==> src/rtl/next_pc_gen_pkg.sv <==
// Shared constants for the next-PC generator.
// The misaligned-target trap path is enabled by defining NPC_MISALIGN_CHECK_EN.
package next_pc_gen_pkg;

  localparam logic ENABLE  = 1'b1;
  localparam logic DISABLE = 1'b0;

  localparam int XLEN = 32;

  localparam logic [31:0] RESET_PC_DEF = 32'h0000_0000;
  localparam logic [31:0] TRAP_PC_DEF  = 32'h0000_0100;

  // A target is misaligned when either of its two low bits is set.
  function automatic logic is_misaligned(input logic [1:0] lsb);
    return lsb != 2'b00;
  endfunction

endpackage

==> src/rtl/next_pc_gen_npc_sel.sv <==
// Combinational next-PC select: taken target (op1 + op2) or fall-through (op2).
// With NPC_MISALIGN_CHECK_EN defined it also flags misaligned taken targets.
module next_pc_gen_npc_sel
  import next_pc_gen_pkg::*;
#(
  parameter int XLEN = next_pc_gen_pkg::XLEN
) (
  input  logic [XLEN-1:0] npc_op1,
  input  logic [XLEN-1:0] npc_op2,
  input  logic            br_taken,
`ifdef NPC_MISALIGN_CHECK_EN
  output logic            misaligned,
`endif
  output logic [XLEN-1:0] npc
);

  logic [XLEN-1:0] target;

  // Modulo-2^XLEN add; the carry-out is intentionally dropped.
  assign target = npc_op1 + npc_op2;
  assign npc    = (br_taken == ENABLE) ? target : npc_op2;

`ifdef NPC_MISALIGN_CHECK_EN
  // Only taken targets are checked; fall-through is never flagged.
  assign misaligned = (br_taken == ENABLE) && is_misaligned(npc[1:0]);
`endif

endmodule

==> src/rtl/next_pc_gen.sv <==
// Next-PC generator: npc select plus the architectural PC register.
// Defining NPC_MISALIGN_CHECK_EN redirects misaligned taken targets to TRAP_PC.
module next_pc_gen
  import next_pc_gen_pkg::*;
#(
  parameter int              XLEN     = next_pc_gen_pkg::XLEN,
  parameter logic [XLEN-1:0] RESET_PC = RESET_PC_DEF
`ifdef NPC_MISALIGN_CHECK_EN
  ,
  parameter logic [XLEN-1:0] TRAP_PC  = TRAP_PC_DEF
`endif
) (
  input  logic            clk,
  input  logic            rst,
  input  logic [XLEN-1:0] npc_op1,
  input  logic [XLEN-1:0] npc_op2,
  input  logic            br_taken,
  input  logic            stall,
  output logic [XLEN-1:0] npc,
`ifdef NPC_MISALIGN_CHECK_EN
  output logic            misaligned,
`endif
  output logic [XLEN-1:0] pc
);

  logic [XLEN-1:0] pc_d;

`ifdef NPC_MISALIGN_CHECK_EN
  logic mis;

  next_pc_gen_npc_sel #(.XLEN(XLEN)) u_npc_sel (
    .npc_op1    (npc_op1),
    .npc_op2    (npc_op2),
    .br_taken   (br_taken),
    .misaligned (mis),
    .npc        (npc)
  );

  assign misaligned = mis;
  // npc still shows the raw target; only the register is redirected.
  assign pc_d = mis ? TRAP_PC : npc;
`else
  next_pc_gen_npc_sel #(.XLEN(XLEN)) u_npc_sel (
    .npc_op1  (npc_op1),
    .npc_op2  (npc_op2),
    .br_taken (br_taken),
    .npc      (npc)
  );

  assign pc_d = npc;
`endif

  always_ff @(posedge clk or posedge rst) begin
    if (rst)         pc <= RESET_PC;
    else if (!stall) pc <= pc_d;
  end

endmodule

==> config.mk <==
export PLATFORM = sky130hd
export DESIGN_NAME = next_pc_gen
export DESIGN_NICKNAME = d
export VERILOG_FILES = /design/src/rtl/next_pc_gen_pkg.sv /design/src/rtl/next_pc_gen_npc_sel.sv /design/src/rtl/next_pc_gen.sv
export SDC_FILE = /design/constraint.sdc
export NUM_CORES = 1
export LEC_CHECK = 0
export CORE_MARGIN = 3
export CORE_UTILIZATION = 40
export DETAILED_ROUTE_END_ITERATION = 10
export GPL_TIMING_DRIVEN = 0
export PLACE_DENSITY = 0.81
export SYNTH_ARGS = -nofsm -noshare
export SYNTH_HDL_FRONTEND = slang
export SYNTH_SLANG_ARGS = --single-unit
==> constraint.sdc <==
create_clock -name clk -period 2.6 [get_ports clk]
set_clock_uncertainty 0.1 [all_clocks]
set_input_delay 0.26 -clock clk [delete_from_list [all_inputs] [get_ports clk]]
set_output_delay 0.26 -clock clk [all_outputs]
set_load 0.005 [all_outputs]
==> flow_summary.ini, run 1 <==
[status]
run_status = complete, but fails checks
violations = setup timing

[timing]
timing.fmax_mhz = 318
setup_violations = 27
hold_viol_final = 0
period_minus_slack_ns = 3.14
drv_slew = 0
worst_slack_ns = -0.543
tightest_slew_ns = 0.848
hold_slack_ns = 0.239
fin_crit_sh_pct = 121
max-slew-margin-rel_pct = 43.4
tns_ns = -6.19
rsz0062_at_grt = yes

[route]
wl_per_cell_um = 25.8
drc = 0
vias_per_cell = 6.50
drt_wl_total_um = 18500
ant_nets = 0
vias = 4665
drt-pass1-iter-count = 5
drt-initial-drc-count = 348

[die]
die_x_um = 97.1
ioPinCount = 132
num_rows = 32
initial_utilization_pct = 42.1
die_y_um = 97.1
dieArea_mm2 = 0.00943
core-area_mm2 = 0.00789

[finish]
top_register = pc
drive_gt1_share_pct = 57.8
nNetsFinal = 715
reg_top3 = pc (32)
area_growth_syn_to_layout_pct = 102
largest_reg_flops = 32
nFillCells = 372
antennaDiodeCount = 0

[clock_tree]
clkTransAtPathRegs_ns = 0.08
clk_path_buf_depth = 2
cts_hold_buf = 0
clockRootBuffer = clkbuf_8
cts_sinks = 32
cts_tree = yes
cts_inserted_buffers = 5
clk_latency_ns = 0.30
htree_levels = 2

[setup_path]
path_max_fanout = 4
cp.required_ns = 2.24
path_class = input port to primary output
critPathArrivalTime_ns = 2.78
r2r_cells = 1
critPathLaunchType = input port
cpLargestDelayFamily = compound AO/OA/AOI/OAI gates
endpoint_kind = primary output
max_stage_delay_ns = 0.35
cp.depth = 14
crit_chain = buf_8 > ha_4 > fa_2 > a211o_1 > a21oi_4 > o21ai_4 > a21oi_2 > buf_4 > o211ai_1 > buf_4 > a21oi_4 > nor3_4 > or2_4 > buf_6
critical_path_buf_inv_count = 4
slowest_stage = fa_2

[synthesis]
ys.flop_type = dfrtp_1
ys_seq_elements = 32
synth.avg_cell_area_um2 = 8.76
yosysWarnings = 0
synth_seq_area_share_pct = 24.1
synth_fp_nets = 479
synth.top_cell.area_share_pct = 24.1
synthTopCellsByArea = dfrtp_1 (24%), mux2_2 (16%), ha_1 (12%)
yosysTopAreaCell = dfrtp_1
synth-edff-count = 0
syn-instance-count = 379
synthArstFlopShare_pct = 100
netlist_area_mm2 = 0.00332
synth_cell_type_count = 59

[grt]
grt_max_degree = 33
overflow = 0
grt_use_total_pct = 30.6
grt_pass1_wl_um = 23300
antenna_found_initial = 0
grt_pass1_vias = 4384

[placed_design]
gp_congestion = 0.881
dpl.hpwl_um = 8510
io_buffers = 131

[pwr]
ir_drop_mv = 0.289
cellPowerDensity_mw_per_mm2 = 450
p_leak_uw = 0.00285

[min_path]
holdPathStages = 3
hold_path_class = input port to flip-flop

[run]
drv_cap = 0
[per-stage QoR]
stage / total power (uW) / util (%) / setup slack (ns) / cells / instance area [um^2]
after detailed placement: 1840 / 60.8 / -1.35 / 612 / 4800
after CTS: 2660 / 78.8 / -0.459 / 683 / 6220
final: 3010 / 84.9 / -0.543 / 718 / 6700
after global routing: 3110 / 84.9 / -0.536 / 718 / 6700
after floorplan: 1250 / - / -0.0132 / 379 / 3360
after global placement: 1800 / 60.8 / -1.28 / 612 / 4800
[synth_stat cells (3+ instances only)]
master,number
nor2b_1,4
nor2_1,20
a211oi_1,5
a21oi_1,40
and3_1,7
o211ai_1,4
inv_1,14
ha_1,31
nor3_1,5
o31ai_1,3
o21ai_0,20
a21o_1,9
dfrtp_1,32
nand2_1,37
buf_2,4
nand2b_1,4
xnor2_1,12
or2_2,3
xor2_1,9
mux2_2,46
nor3b_1,3
clkbuf_1,7
a31oi_1,3
nand3_1,6
nand4_1,4
[worst min-delay path, stage by stage]
cell	delay [ns]
buf_6	0.08
mux2_4	0.14
mux2_2	0.13
[cell type report]
type                            instances  area (um^2)  area share, %
Multi-Input combinational cell        319         3520           52.6
Inverter                               14         52.6          0.785
Buffer                                 10         60.1          0.897
Clock buffer                            7         86.3           1.29
Tap cell                              102          128           1.91
Sequential cell                        32          801           12.0
Timing Repair Buffer                  233         2040           30.4
Clock inverter                          1         7.51          0.112
[cell usage in the layout, fill, tap and decap left out, types with 4 or more instances in the layout]
cell             instances
nor2_1                  14
o211ai_1                 4
o21ai_0                  5
xnor2_1                  8
a21oi_2                 17
dlygate4sd2_1           13
nand2b_1                 4
buf_8                    5
buf_6                   44
clkdlybuf4s15_1          6
o21ai_2                  8
nand2_1                 26
mux2_4                  16
xnor2_2                  4
and3_4                   6
buf_2                   17
ha_1                     5
a21oi_1                 14
xor2_1                   8
ha_4                    25
a21oi_4                 10
clkbuf_8                 6
o21ai_4                  6
nand4_1                  4
clkdlybuf4s50_1         52
buf_4                   76
o21ai_1                  5
inv_1                   11
nand2_4                  8
clkbuf_2                21
dfrtp_1                 32
clkbuf_1                 4
mux2_2                  31
nor2_4                   4
nor2b_1                  4
a21o_1                   8
[what timing repair did]
| action | CTS | global route |
|---|---|---|
| hold endpoints to repair | 0 | 0 |
| gates resized for setup | 393 | 127 |
| setup endpoints to repair | 49 | 36 |
| pin swaps | 85 | 84 |
| setup buffers | 64 | 43 |
| gates cloned | 0 | 0 |
[report_power, final]
part | total (uW) | internal, uW | switching [uW]
combinational | 1920 | 1040 | 880
clock | 444 | 216 | 228
sequential | 647 | 591 | 56.1
total | 3010 | 1850 | 1160
[layer usage]
metal / GRT usage, % / vias to the layer above / routed length (um)
met5: 0 / - / 0
met2: 55.1 / 418 / 8580
met4: 15.8 / 0 / 1730
met1: 34.2 / 2192 / 6530
li1: - / 1887 / -
met3: 5.53 / 168 / 1700
[cell families (layout without fill, tap and decap cells)]
family          count (synthesis)  in the layout  synth area share (%)
mux                            47             47                  16.1
fa+ha+maj                      32             32                  12.3
flops                          32             32                  24.1
xor+xnor                       21             21                  5.54
buf+inv                        28            265                  3.35
simple gates                  100            100                  14.4
compound gates                119            119                  24.2
[final timing paths]
kind,from,end,slack (ns)
worst max-delay path,npc_op1[0],npc[26],-0.54
worst min-delay path,npc_op2[6],pc[6]$_DFFE_PP0N_,0.24
worst max register to register,pc[7]$_DFFE_PP0N_,pc[7]$_DFFE_PP0N_,1.68
worst min register to register,pc[23]$_DFFE_PP0N_,pc[23]$_DFFE_PP0N_,0.41
max in group asynchronous,rst,pc[17]$_DFFE_PP0N_,1.61
min in group asynchronous,rst,pc[3]$_DFFE_PP0N_,0.31
Power figures use the tool's default switching activity.
==> run 2: changes to the inputs <==
--- a/config.mk
+++ b/config.mk
@@ -5,8 +5,10 @@
 export SDC_FILE = /design/constraint.sdc
 export NUM_CORES = 1
 export LEC_CHECK = 0
+export ABC_AREA = 0
 export CORE_MARGIN = 3
 export CORE_UTILIZATION = 40
+export CTS_CLUSTER_DIAMETER = 40
 export DETAILED_ROUTE_END_ITERATION = 10
 export GPL_TIMING_DRIVEN = 0
 export PLACE_DENSITY = 0.81
==> constraint.sdc (replaced) <==
create_clock -name clk -period 2.6 [get_ports clk]
set_clock_uncertainty 0.1 [all_clocks]
set_input_delay 0.26 -clock clk [delete_from_list [all_inputs] [get_ports clk]]
set_output_delay 0.26 -clock clk [all_outputs]
set_load 0.02 [all_outputs]
==> run 2 against run 1 <==
The run still ends with setup timing left. Cell count decreased by 1.4%. Count of clock-buffer cells in the layout is 2 lower. Routed wire length shrank 4.6%. Sequential cell count is the same. Via count fell by 3.6%.
==> flow_summary.ini, run 2 (same netlist as run 1, synthesis figures left out) <==
[status]
run_status = complete, but fails checks
violations = setup timing

[route]
wl_per_cell_um = 25.0
vias_per_cell = 6.35
vias = 4499
drt-pass1-iter-count = 5
drt_wl_total_um = 17700
ant_nets = 0
drc = 0
drt-initial-drc-count = 268

[timing]
rsz0062_at_grt = yes
timing.fmax_mhz = 325
max-slew-margin-rel_pct = 47.1
fin_crit_sh_pct = 118
worst_slack_ns = -0.480
period_minus_slack_ns = 3.08
drv_slew = 0
hold_slack_ns = 0.272
setup_violations = 27
hold_viol_final = 0
tightest_slew_ns = 0.794

[die]
die_y_um = 97.1
ioPinCount = 132
core-area_mm2 = 0.00789
dieArea_mm2 = 0.00943
die_x_um = 97.1
initial_utilization_pct = 42.1
num_rows = 32

[grt]
grt_use_total_pct = 30.1
grt_pass1_vias = 4393
antenna_found_initial = 0
overflow = 0
grt_max_degree = 33
grt_pass1_wl_um = 23100

[pwr]
p_sw_uw = 1350
cellPowerDensity_mw_per_mm2 = 479
p_leak_uw = 0.00280
p_int_uw = 1820
pwr-share-comb_pct = 66.4
seq_power_share_pct = 20.3
switching_share_pct = 42.6
clock_power_share_pct = 13.3
ir_drop_mv = 0.341
finalPower_uw = 3170

[clock_tree]
clk_path_buf_depth = 2
clkTransAtPathRegs_ns = 0.08
cts_tree = yes
htree_levels = 2
cts_sinks = 32
cts_inserted_buffers = 5
clockRootBuffer = clkbuf_8
clk_latency_ns = 0.28
cts_hold_buf = 0

[setup_path]
critPathLaunchType = input port
path_class = input port to primary output
path_max_fanout = 5
endpoint_kind = primary output
r2r_slack_ns = 1.71
critPathArrivalTime_ns = 2.72
cp.required_ns = 2.24

[finish]
layout_commonest_cell = buf_4
antennaDiodeCount = 0
drive_gt1_share_pct = 57.8
top_register = pc
final_cell_mix = buf_4 (76), clkdlybuf4s50_1 (50), buf_6 (48), mux2_2 (32), dfrtp_1 (32)
largest_reg_flops = 32
nNetsFinal = 705
reg_top3 = pc (32)
area_growth_syn_to_layout_pct = 98.9
design_area_mm2 = 0.00661
utilization_pct = 83.7

[placed_design]
placed_cell_area_mm2 = 0.00484
pre_cts_slack_ns = -1.38
io_buffers = 131
dpl.hpwl_um = 8420
gp_congestion = 0.911

[min_path]
hold_path_class = input port to flip-flop

[run]
drv_cap = 0
-- run 2: layer usage --
| metal | vias to the layer above | wire [um] | global-route usage (%) |
|---|---|---|---|
| met5 | - | 0 | 0 |
| met4 | 0 | 1330 | 16.7 |
| met3 | 133 | 1470 | 4.02 |
| met2 | 378 | 8520 | 54.2 |
| met1 | 2119 | 6360 | 34.0 |
| li1 | 1869 | - | - |
-- run 2: final timing paths --
path | start | end | cells after the start
min reg2reg | pc[22]$_DFFE_PP0N_ | pc[22]$_DFFE_PP0N_ | 2
max | npc_op2[13] | npc[26] | 11
max reg2reg | pc[19]$_DFFE_PP0N_ | pc[19]$_DFFE_PP0N_ | 1
min in group asynchronous | rst | pc[23]$_DFFE_PP0N_ | 2
min | npc_op2[4] | pc[4]$_DFFE_PP0N_ | 3
max in group asynchronous | rst | pc[15]$_DFFE_PP0N_ | 2
-- run 2: critical path, cell delays in order --
cell and delay [ns]:
dlygate4sd2_1 0.29, ha_4 0.33, nand4_1 0.17, or2_4 0.32
nor2_4 0.13, a21oi_4 0.08, o211ai_1 0.42, and3_1 0.27
nor3_2 0.06, or2_4 0.26, buf_6 0.13
-- run 2: power by group through the flow --
stage / registers (uW) / logic [uW] / clock network [uW]
final: 644 / 2100 / 421
after global routing: 655 / 2170 / 441
after CTS: 641 / 1740 / 414
after detailed placement: 650 / 1400 / 0
after global placement: 642 / 1380 / 0
after floorplan: 764 / 699 / 0
-- run 2: stage by stage --
step,std cells,TNS [ns]
after floorplan,379,-0.138
after CTS,675,-3.51
after global routing,708,-7.37
after detailed placement,612,-36.06
after global placement,612,-34.80
final,708,-6.15
-- run 2: cell type report --
cell class	count	area (um^2)
Sequential cell	32	801
Buffer	11	72.6
Multi-Input combinational cell	319	3500
Clock inverter	3	18.8
Fill cell	377	1280
Tap cell	102	128
Timing Repair Buffer	222	1960
Inverter	14	56.3
Clock buffer	5	68.8
-- run 2: timing repair --
action                     CTS  global route
setup endpoints to repair   47            33
gates resized for setup    396           149
buffers inserted            56            37
pin swaps                   86            66
